`config.mk`:
```
export PLATFORM = sky130hd
export DESIGN_NAME = fanout_fork_ctrl
export DESIGN_NICKNAME = d
export VERILOG_FILES = /design/src/rtl/fanout_pkg.sv /design/src/rtl/fanout_ready_reduce.sv /design/src/rtl/fanout_fork_ctrl.sv
export SDC_FILE = /design/constraint.sdc
export NUM_CORES = 1
export LEC_CHECK = 0
export ABC_CLOCK_PERIOD_IN_PS = 1800
export CORE_UTILIZATION = 30
export DETAILED_ROUTE_END_ITERATION = 12
export GPL_ROUTABILITY_DRIVEN = 0
export PLACE_DENSITY_LB_ADDON = 0.15
export SYNTH_ARGS = -nofsm -noshare
export SYNTH_HDL_FRONTEND = slang
export SYNTH_SLANG_ARGS = --single-unit
```
`constraint.sdc`:
```
create_clock -name clk -period 1.8 [get_ports clk]
set_input_delay 0.36 -clock clk [delete_from_list [all_inputs] [get_ports clk]]
set_output_delay 0.36 -clock clk [all_outputs]
set_load 0.1 [all_outputs]
```
`src/rtl/fanout_pkg.sv`:
```
// fanout_pkg: shared constants and types for the fanout fork controllers
package fanout_pkg;
  localparam int DATA_W_DEFAULT = 17;
  localparam int MAX_FANOUT = 16;
  typedef logic [MAX_FANOUT-1:0] fanout_mask_t;
  typedef enum logic {IDLE, PARTIAL} fork_state_e;
endpackage

```
`src/rtl/fanout_ready_reduce.sv`:
```
// fanout_ready_reduce: a branch is done when deselected, already taken, or ready now; upstream may proceed when all are done
module fanout_ready_reduce
  import fanout_pkg::*;
#(
  parameter int N = MAX_FANOUT
) (
  input  logic [N-1:0] mask,
  input  logic [N-1:0] taken,
  input  logic [N-1:0] ready,
  output logic         all_done
);
  assign all_done = &(~mask | taken | ready);
endmodule

```
`src/rtl/fanout_fork_ctrl.sv`:
```
// fanout_fork_ctrl: eager fork broadcasting one token stream to masked branches; optional stats via FANOUT_FORK_STATS_EN
module fanout_fork_ctrl
  import fanout_pkg::*;
#(
  parameter int NUM_OUT = 6,
  parameter int DATA_W  = DATA_W_DEFAULT
) (
  input  logic                      clk,
  input  logic                      reset,
  input  logic                      clk_en,
  input  logic                      flush,
  input  logic                      cfg_en,
  input  logic [NUM_OUT-1:0]        cfg_mask,
  input  logic                      in_valid,
  input  logic [DATA_W-1:0]         in_data,
  output logic                      in_ready,
  output logic [NUM_OUT-1:0]        out_valid,
  output logic [NUM_OUT*DATA_W-1:0] out_data,
  input  logic [NUM_OUT-1:0]        out_ready,
  output logic                      busy,
`ifdef FANOUT_FORK_STATS_EN
  output logic [15:0]               tok_count,
  output logic [15:0]               stall_count,
`endif
  output logic                      cfg_err
);
  logic [NUM_OUT-1:0] mask, mask_d, taken, taken_d, accept;
  fork_state_e state, state_d;
  logic all_done, fire, live;

  fanout_ready_reduce #(.N(NUM_OUT)) u_reduce (
    .mask     (mask),
    .taken    (taken),
    .ready    (out_ready),
    .all_done (all_done)
  );

  assign live      = clk_en & ~flush;
  assign in_ready  = live & all_done;
  assign out_valid = {NUM_OUT{live & in_valid}} & mask & ~taken;
  assign out_data  = {NUM_OUT{in_data}};
  assign accept    = out_valid & out_ready;
  assign fire      = in_valid & in_ready;
  assign busy      = state == PARTIAL;
  assign cfg_err   = live & cfg_en & busy;

  // next taken set, mask load and IDLE/PARTIAL tracking; flush wins over the handshake and unlocks cfg
  always_comb begin
    taken_d = !clk_en ? taken : (flush || fire) ? '0 : taken | accept;
    mask_d  = (clk_en && cfg_en && (!busy || flush)) ? cfg_mask : mask;
    state_d = (taken_d != '0) ? PARTIAL : IDLE;
  end

  // state registers, cleared immediately by reset
  always_ff @(posedge clk or posedge reset) begin
    if (reset) begin
      state <= IDLE;
      taken <= '0;
      mask  <= '0;
    end else begin
      state <= state_d;
      taken <= taken_d;
      mask  <= mask_d;
    end
  end

`ifdef FANOUT_FORK_STATS_EN
  // saturating completed-broadcast and stall counters, cleared by flush
  always_ff @(posedge clk or posedge reset) begin
    if (reset) begin
      tok_count   <= '0;
      stall_count <= '0;
    end else if (clk_en) begin
      tok_count   <= flush ? '0 : (fire && ~&tok_count) ? tok_count + 16'd1 : tok_count;
      stall_count <= flush ? '0 : (in_valid && !in_ready && ~&stall_count) ? stall_count + 16'd1 : stall_count;
    end
  end
`endif

  a_hold_valid: assert property (@(posedge clk) disable iff (reset) (clk_en && busy && !flush) |-> in_valid);
endmodule

```
Word-level counts from Yosys, hierarchy flattened. Cells that the tools add are included.

Mux-type cells: 3. Bitwise gates (word level): 15. Reduce and logical (&&, ||, !) cells: 7.

Operators with widths (number): $and A6 B6 Y6 (3); $or A6 B6 Y6 (3); $mux W6 (2); $not A6 Y6 (2); $and A1 B1 Y1 (6); $reduce_and A6 Y1 (1); $reduce_bool A6 Y1 (1); $logic_and A1 B1 Y1 (2); $logic_or A1 B1 Y1 (2); $logic_not A1 Y1 (1); $mux W1 (1); $not A1 Y1 (1).

Register bits: 13. Input bits: 35. Output and inout bits: 111. Logic and storage cells: 28.

Logic depth before layout (Yosys ltp). Gate-level depths: netlist of the first run.

Word-level depth: 11. Gate-level depth with buffers: 5. Mapped depth without buffers: 4.

Modules after synthesis. A second synthesis of the first run with hierarchy kept.

Cell total of the unflattened synthesis: 167. Area, all modules: 1440.1 um^2.

Modules (own cells, without submodules): fanout_fork_ctrl (times used 1, cells each 157, area each 1382.6 um^2, sequential area each 325.3 um^2); fanout_ready_reduce (times used 1, cells each 10, area each 57.6 um^2, sequential area each 0.0 um^2).

Least setup slack after synthesis of the first run. OpenSTA, ideal clock, no wires.

Path type: register to output. Start point: register taken[5]. End point: output in_ready. Data arrival time: 2937 ps. Data required time: 1440 ps. Path slack: -1497 ps. Cell stages (with the launch flop): 4. Path buffers: 0. Cells stage by stage: dfrtp_1 -> nor2_1 -> a22o_1 -> nor3b_1.

Longest elaborated chain between the ends: 4.

Ends and longest elaborated chain: from (decl) (RTL line fanout_fork_ctrl.sv:27) `logic [NUM_OUT-1:0] mask, mask_d, taken, taken_d, accept;`; from (signal assigned) (RTL line fanout_fork_ctrl.sv:62) `taken <= taken_d;`; $or A6 B6 Y6 (2 in series) (RTL line fanout_ready_reduce.sv:12) `assign all_done = &(~mask | taken | ready);`; $reduce_and A6 Y1 (RTL line fanout_ready_reduce.sv:12); $and A1 B1 Y1 (RTL line fanout_fork_ctrl.sv:39) `assign in_ready = live & all_done;`; to (decl) (RTL line fanout_fork_ctrl.sv:16) `output logic in_ready,`.

No other way between the ends.

Final worst setup path of the first run.
Start point: register taken[1]. End point: output in_ready.

Same word-level chain as after synthesis.

==> results of run 1 <==
==> state kept, by name, summed over array words and instances (netlist names) <==
signal and flops:
mask 6, taken 6, busy 1
==> where the power goes <==
part	switching (W)	internal, W	total [W]
registers	0.0000613	0.000343	0.000405
clock network	0.000111	0.000157	0.000268
logic	0.000254	0.000222	0.000476
==> path summary, 6_finish.rpt <==
path | to | slack (ns) | cells after the start | start
worst min register to register | mask[0] | 0.59 | 1 | mask[0]
max in group asynchronous | busy | 0.94 | 2 | reset
worst max register to register | busy | 0.25 | 4 | taken[1]
worst max-delay path | in_ready | -0.04 | 4 | taken[1]
min in group clk | mask[0] | 0.59 | 1 | mask[0]
worst min-delay path | mask[5] | 0.46 | 2 | reset
==> layout by cell type, fill, tap and decap left out, drive strengths merged <==
master / instances
mux2: 6
o211ai: 1
dfrtp: 13
or3b: 1
nor3: 7
nor2: 10
or4: 1
a2111oi: 1
a22oi: 3
nand2: 7
inv: 3
dlygate4sd2: 7
nand3: 1
nor4b: 1
clkdlybuf4s50: 9
a22o: 2
clkbuf: 4
o311a: 1
nor2b: 1
buf: 26
and3: 1
and2: 2
nor3b: 1
a31oi: 6
clkdlybuf4s15: 1
==> worst max-delay path: cells and delay by family, from the launching register on <==
| kind | cells | cell delay, ns |
|---|---|---|
| buffers and inverters | 1 | 0.16 |
| and+or+nand+nor | 2 | 0.54 |
| DFF | 1 | 0.38 |
| AOI/OAI and AO/OA | 1 | 0.15 |
==> synthesized netlist by cell type, drive strengths merged <==
cell type  count  area share
a2111oi        1       0.018
o211ai         1      0.0083
nor3b          1      0.0050
o311a          1      0.0066
a31oi          6       0.025
nand2          7       0.017
nand3          1      0.0033
or4            1      0.0075
a22o           2       0.017
and2           2       0.011
mux2           6       0.045
buf          103        0.51
and3           1      0.0042
clkbuf         1      0.0025
a22oi          3       0.015
nor3           7       0.023
nor2          10       0.025
nor4b          1       0.016
dfrtp         13        0.22
nor2b          1      0.0091
or3b           1      0.0058
inv            3      0.0075
==> what timing repair did <==
item | in CTS | in global routing
pin swaps | 7 | 1
resized for setup | 11 | 3
endpoints found under the hold margin | 0 | 0
cloned | 0 | 0
buffers inserted | 2 | 0
setup endpoints to repair | 7 | 4
==> layer usage <==
metal / vias to the layer above / share of wire
met1: 346 / 0.45
met5: - / 0
met2: 30 / 0.45
met3: 10 / 0.074
li1: 353 / -
met4: 0 / 0.025
==> cell type report <==
class / instances / area, um^2
Fill cell: 496 / 3390
Timing Repair Buffer: 43 / 469
Multi-Input combinational cell: 53 / 462
Sequential cell: 13 / 328
Tap cell: 67 / 83.8
Clock buffer: 4 / 45.0
Inverter: 3 / 11.3
==> stage by stage <==
stage | setup TNS, ns | instances | utilization | hold WS, ns
6_report | -0.0409 | 183 | 0.292 | 0.458
5_1_grt | -0.116 | 183 | 0.292 | 0.506
4_1_cts | -0.0536 | 183 | 0.291 | 0.476
3_5_place_dp | -2.04 | 177 | 0.279 | 0.570
3_3_place_gp | -2.06 | 177 | 0.279 | 0.562
2_1_floorplan | -0.200 | 173 | - | 0.237
==> cell families after synthesis <==
group / count (synthesis) / share of synthesized area
mux: 6 / 0.0448
buf+inv: 107 / 0.522
compound gates: 14 / 0.0905
flops: 13 / 0.216
simple gates: 33 / 0.127
==> metrics.txt, run 1 <==
Slew Viols, Final=0; YS warnings=0; clk buf depth=2; largest stage delay on the critical path=0.38 ns; CTS hold repair buffers=0; Net count, final=152; CP cell instances=or3b_1 -> o311a_1 -> nor3b_4 -> buf_12; critical path endpoint category=primary output; Pwr per Cell Area=821 nW/um^2; clk_lat worst skew=0.25 ns; finished layout cell area=1400 um^2; Fin. Hold Viols=0; status=finished, violations left; DP HPWL=1.93 mm; Diodes inserted=0; Ports=146; ratio of cells with drive above 1 in the final layout=0.474; WS Path Type=flip-flop to primary output; die height=72.9 um; post-route ant nets=0; CP max stage cell=dfrtp_1; first-pass GRT wire length=3.98 mm; vias per inst=4.04; Slew headroom=0.631; Rows=25; final critical-path setup slack=-0.0409 ns; vias=739; largest net degree at the start of global routing=14; Placed Instance Area=1340 um^2; Crit Path Max Fanout=2; DR DRC count=0; clock skew=0.00357 ns; Mapped Cells=173; routed length per instance=13.5 um; min Tclk post-route=1.84 ns; die width=72.9 um; Worst Max-Slew Pin Slew=0.552 ns; met3 Track Usage GR=0.0262; maximum VDD drop=0.288 mV; Overflow after GRT=0; setup violators final=1; Post-Syn Area per Cell=8.71 um^2; CTS sink count=13; synthesized net count=208; Synth cell types=26; vias in the first global route=840; Detailed Routing Iterations Pass 1=4; HP Class=input port to asynchronous set/reset pin; Tot GR Track Use=0.0977; clk slew on worst S/H paths=0.06 ns; max-cap violation count=0; Worst EP arrival=1.48 ns; Starting Density=0.315; GRT busiest layer=met2; Total Power=0.00115 W; share of the clock period used by the worst path=1.02; Post-Place Worst Slack=-0.217 ns; CP Data Required Time=1.44 ns; flops & latches, synth=13; cell area after synthesis=1510 um^2; core area=4790 um^2; Area growth syn-to-layout=-7.14%; port bufs=26; Die ar.=5310 um^2; routed wire length=2.47 mm; sequential area share after synthesis=0.216; GRT met2 Usage=0.145; Lkg Pwr=0.592 nW; RSZ-0062 raised after global routing=true; f_max=543 MHz; CTS HTree Levels=1; grt met1 use=0.126; crit start category=flip-flop; CTS tree=built; initial antenna violation count=0; initial DRC count=16; Inserted Clock Buffers=3; clk root buf=clkbuf_8; failing checks=negative setup slack
No activity file was read; power rests on OpenSTA's default activity.
==> run 2: changes to the inputs <==
--- a/config.mk
+++ b/config.mk
@@ -6,10 +6,13 @@
 export NUM_CORES = 1
 export LEC_CHECK = 0
 export ABC_CLOCK_PERIOD_IN_PS = 1800
-export CORE_UTILIZATION = 30
+export CELL_PAD_IN_SITES_DETAIL_PLACEMENT = 0
+export CELL_PAD_IN_SITES_GLOBAL_PLACEMENT = 1
+export CORE_UTILIZATION = 19
 export DETAILED_ROUTE_END_ITERATION = 12
 export GPL_ROUTABILITY_DRIVEN = 0
 export PLACE_DENSITY_LB_ADDON = 0.15
 export SYNTH_ARGS = -nofsm -noshare
 export SYNTH_HDL_FRONTEND = slang
+export SYNTH_HIERARCHICAL = 1
 export SYNTH_SLANG_ARGS = --single-unit
==> constraint.sdc (replaced) <==
create_clock -name clk -period 1.8 [get_ports clk]
set_input_delay 0.36 -clock clk [delete_from_list [all_inputs] [get_ports clk]]
set_output_delay 0.36 -clock clk [all_outputs]
set_load 0.005 [all_outputs]
==> run 2 against run 1 <==
  * The run now ends clean
  * Area after synthesis fell by 4.4%
  * Sequential share of layout area rose by 2.5 points
  * Non-clock buffer count rose by 8
  * Cell count rose by 19%
  * Critical path depth rose by 1
  * Final area fell by 10%
  * Via count fell by 0.54%
==> metrics.txt, run 2 <==
Worst EP arrival=1.39 ns; HP Class=input port to asynchronous set/reset pin; DR DRC count=0; core area=7290 um^2; dominant cells by area after synthesis=buf_4 53%, dfrtp_1 23%, mux2_2 4.7%, nor2_1 3.4%, a31oi_1 2.6%; vias per inst=3.39; ratio of cells with drive above 1 in the final layout=0.398; commonest cells after routing, fill and taps aside=24 x buf_4, 13 x nor2_1, 13 x dfrtp_1; CTS HTree Levels=1; initial antenna violation count=0; Diodes inserted=0; Critical Path Source=mask[0]; DP Cell Count=212; clk_lat worst skew=0.24 ns; synthesized net count=202; most common cell after layout, fill and taps aside=buf_4; EDFF count, synth=0; min Tclk post-route=1.75 ns; Fin. Hold Viols=0; WS Path Type=flip-flop to primary output; clk slew on worst S/H paths=0.06 ns; CP Data Required Time=1.44 ns; Ports=146; Tot GR Track Use=0.0759; Post-Syn Area per Cell=8.62 um^2; Area growth syn-to-layout=-12.8%; final critical-path setup slack=0.0496 ns; internal reg-to-reg setup slack=0.36 ns; die width=89.1 um; most common flop cell mapped by yosys=dfrtp_1; Inserted Clock Buffers=3; Synth cell types=23; routed wire length=2.92 mm; initial DRC count=15; asr flop ratio synth=1.00; status=finished, final reports clean; setup violators final=0; largest stage delay on the critical path=0.38 ns; Post-Place Worst Slack=-0.556 ns; post-route ant nets=0; routed length per instance=13.5 um; share of the clock period used by the worst path=0.972; cell area after synthesis=1440 um^2; DP HPWL=2.37 mm; most common cell in the synthesized netlist=buf_4; filler instances=862; Rows=31; die height=89.1 um; CTS hold repair buffers=0; r2r endpoint=busy; Worst Max-Slew Pin Slew=0.562 ns; f_max=571 MHz; Net count, final=154; post-synth top area share=0.532; Worst path top cell family by delay=simple AND/OR/NAND/NOR gates; Crit Path Max Fanout=2; R2R cell count=7; YS warnings=6; Detailed Routing Iterations Pass 1=4; maximum VDD drop=0.307 mV; clk buf depth=2; crit start category=flip-flop; RSZ-0062 raised after global routing=true; Worst Setup EP=in_ready; R2R Path Start=taken[0]; critical path endpoint category=primary output; CP Buf/Inv Count=1; sequential area share after synthesis=0.226; CP cell instances=nor3b_2 -> a21oi_1 -> and3_1 -> and3b_1 -> buf_2; largest net degree at the start of global routing=14; max-cap violation count=0; first-pass GRT wire length=4.48 mm; vias in the first global route=834; clk root buf=clkbuf_8; Die ar.=7930 um^2; Mapped Cells=167; port bufs=26; Lkg Pwr=0.597 nW; Pwr per Cell Area=761 nW/um^2; Synth area leader=buf_4; vias=735; CTS sink count=13; CTS tree=built; Starting Density=0.197; Overflow after GRT=0; flops & latches, synth=13; Slew headroom=0.625; Commonest cells post-synth=102 x buf_4, 13 x dfrtp_1, 13 x nor2_1, 6 x a31oi_1, 6 x mux2_2; clock skew=0.00271 ns; WP depth=5; Final Non-Filler Cells=217; CP max stage cell=dfrtp_1; Slew Viols, Final=0
## run 2: cell types whose count changed after synthesis, moves of 2 or more
cell | before | now
a21oi_1 | 0 | 2
and3b_1 | 0 | 2
mux2_1 | 2 | 0
mux2_2 | 4 | 6
nand2_1 | 7 | 2
nor2_1 | 10 | 13
nor3_1 | 7 | 0
nor3b_1 | 1 | 4
## run 2: layer usage
metal / up-vias / GRT usage / part of all wire
li1: 347 / - / -
met1: 327 / 0.0764 / 0.36
met2: 49 / 0.139 / 0.52
met3: 12 / 0.0231 / 0.093
met4: 0 / 0.0433 / 0.033
met5: - / 0 / 0
## run 2: final cells by class
| cell class | count | area (um^2) | share of cell area |
|---|---|---|---|
| Tap cell | 99 | 124 | 0.0986 |
| Sequential cell | 13 | 325 | 0.259 |
| Multi-Input combinational cell | 48 | 343 | 0.273 |
| Timing Repair Buffer | 51 | 412 | 0.328 |
| Inverter | 2 | 7.51 | 0.00598 |
| Clock buffer | 4 | 45.0 | 0.0359 |
## run 2: report_power, final
part	total, W	switching [W]	internal, W
Clock	0.000270	0.000114	0.000157
Sequential	0.000371	0.0000294	0.000341
Combinational	0.000315	0.000125	0.000190
Total	0.000956	0.000269	0.000687
## run 2: logic make-up (layout without fill, tap and decap cells)
group | Yosys count | in the layout | synth area share
and+or+nand+nor | 27 | 27 | 0.106
AOI/OAI and AO/OA | 15 | 15 | 0.0738
buffers and inverters | 106 | 57 | 0.547
DFF | 13 | 13 | 0.226
muxes | 6 | 6 | 0.0469
## run 2: how the worst min path moves through the flow
stage / from / to / slack (ns) / cells after the start
6_report: reset / mask[1] / 0.46 / 2
5_1_grt: reset / mask[5] / 0.52 / 2
3_5_place_dp: taken[2] / taken[2] / 0.60 / 3
3_3_place_gp: mask[4] / mask[4] / 0.60 / 2
4_1_cts: reset / mask[1] / 0.49 / 2
2_1_floorplan: reset / busy / 0.24 / 1
## run 2: timing repair
item,in CTS,in global routing
buffers inserted,1,0
pin swaps,6,2
endpoints found under the setup margin,8,2
gates cloned,0,0
resized for setup,37,5
## run 2: through the flow
| step | instance area (um^2) | power [W] | hold slack [ns] | setup TNS [ns] | util |
|---|---|---|---|---|---|
| final | 1260 | 0.000956 | 0.464 | 0 | 0.172 |
| after global routing | 1260 | 0.00102 | 0.519 | -0.0193 | 0.172 |
| after CTS | 1260 | 0.000973 | 0.486 | -0.183 | 0.173 |
| after detailed placement | 1220 | 0.000705 | 0.595 | -4.42 | 0.168 |
| after global placement | 1220 | 0.000709 | 0.600 | -4.47 | 0.168 |
| after floorplan | 1440 | 0.000684 | 0.237 | 0 | - |
==> run 3: changes to the inputs <==
--- a/config.mk
+++ b/config.mk
@@ -11,6 +11,7 @@
 export CORE_UTILIZATION = 19
 export DETAILED_ROUTE_END_ITERATION = 12
 export GPL_ROUTABILITY_DRIVEN = 0
+export GPL_TIMING_DRIVEN = 0
 export PLACE_DENSITY_LB_ADDON = 0.15
 export SYNTH_ARGS = -nofsm -noshare
 export SYNTH_HDL_FRONTEND = slang
==> run 3 against run 2 <==
  * Highest routed layer unchanged
  * Critical endpoint is now out_valid[5]
  * First-iteration DRC count up 53%
  * Critical path depth up 1
  * Sequential cell count did not move
==> metrics.txt, run 3 (synthesis results as in run 2) <==
Crit Path Max Fanout=6; min Tclk post-route=1.74 ns; finished layout cell area=2920 um^2; Rows=31; Die ar.=7930 um^2; vias in the first global route=1,200; Inserted Clock Buffers=3; Net count, final=340; critical path endpoint category=primary output; CTS sink count=13; WS Path Type=input port to primary output; CP Data Required Time=1.44 ns; Worst EP arrival=1.38 ns; Worst Max-Slew Pin Slew=0.529 ns; vias per inst=3.47; clk slew on worst S/H paths=0.06 ns; clk buf depth=2; Area growth syn-to-layout=103%; Slew headroom=0.647; port bufs=128; maximum VDD drop=0.395 mV; f_max=576 MHz; Detailed Routing Iterations Pass 1=3; setup violators final=0; Lkg Pwr=1.38 nW; Ports=146; Pwr per Cell Area=444 nW/um^2; HP Class=input port to asynchronous set/reset pin; commonest cells after routing, fill and taps aside=111 x clkdlybuf4s50_1, 107 x buf_4, 13 x nor2_1, 13 x dfrtp_1, 10 x dlygate4sd2_1; die height=89.1 um; CTS tree=built; Slew Viols, Final=0; Tot GR Track Use=0.0968; initial DRC count=23; status=finished, final reports clean; DP HPWL=3.72 mm; Overflow after GRT=0; Post-Place Worst Slack=-0.572 ns; final critical-path setup slack=0.0624 ns; first-pass GRT wire length=6.04 mm; die width=89.1 um; clk root buf=clkbuf_8; CTS HTree Levels=1; core area=7290 um^2; DR DRC count=0; Diodes inserted=0; clk_lat worst skew=0.24 ns; Placed Instance Area=2850 um^2; post-route ant nets=0; Starting Density=0.197; R2R cell count=7; vias=1,397; largest net degree at the start of global routing=14; routed wire length=4.37 mm; routed length per instance=10.8 um; max-cap violation count=0; initial antenna violation count=0; Fin. Hold Viols=0; filler instances=798; clock skew=0.00327 ns; RSZ-0062 raised after global routing=true; ratio of cells with drive above 1 in the final layout=0.421; crit start category=input port; most common cell after layout, fill and taps aside=clkdlybuf4s50_1; share of the clock period used by the worst path=0.965
[run 3: where the power goes]
part           total [W]  leakage [nW]  internal, W  switching (W)
Sequential      0.000389         0.165     0.000341      0.0000478
Combinational   0.000644          1.19     0.000468       0.000177
Clock           0.000263        0.0228     0.000156       0.000107
Total            0.00130          1.38     0.000965       0.000331
[run 3: timing repair]
| action | CTS | global route |
|---|---|---|
| buffers inserted | 4 | 1 |
| hold buffers | 0 | 0 |
| hold endpoints to repair | 0 | 0 |
| pin swaps | 4 | 0 |
| setup endpoints to repair | 8 | 5 |
| gates resized for setup | 30 | 6 |
[run 3: metrics by stage]
stage | hold slack, ns | utilization | power (W) | setup TNS [ns] | cells
floorplan | 0.237 | - | 0.000684 | 0 | 167
global placement | 0.534 | 0.390 | 0.00104 | -5.61 | 394
detailed placement | 0.539 | 0.390 | 0.00104 | -5.43 | 394
CTS | 0.476 | 0.400 | 0.00131 | 0 | 402
global route | 0.512 | 0.401 | 0.00139 | -0.0159 | 403
finish | 0.457 | 0.401 | 0.00130 | 0 | 403
[run 3: area by class of cell]
type | instances | area [um^2] | area share
multi-input combinational | 48 | 353 | 0.121
timing repair buffer | 133 | 1290 | 0.440
sequential | 13 | 325 | 0.111
buffer | 104 | 781 | 0.267
clock buffer | 4 | 45.0 | 0.0154
inverter | 2 | 7.51 | 0.00257
tap | 99 | 124 | 0.0424
[run 3: worst paths after layout]
kind / from / endpoint / slack, ns
max: flush / out_valid[5] / 0.06
min: reset / mask[1] / 0.46
max reg2reg: mask[0] / busy / 0.24
min reg2reg: taken[2] / taken[2] / 0.53
max in group asynchronous: reset / taken[1] / 0.99
min in group clk: taken[2] / taken[2] / 0.53
[run 3: layer usage]
layer	up-vias	global-route usage	wire [um]
met3	2	0.0240	569
met4	0	0.0188	27
li1	716	-	-
met5	-	0	0
met1	595	0.113	1640
met2	84	0.180	2140
[run 3: critical path: stages]
cell	delay, ns
clkdlybuf4s15_1	0.25
and3b_1	0.26
buf_6	0.11
nand2_1	0.04
nor2_1	0.11
dlygate4sd2_1	0.25
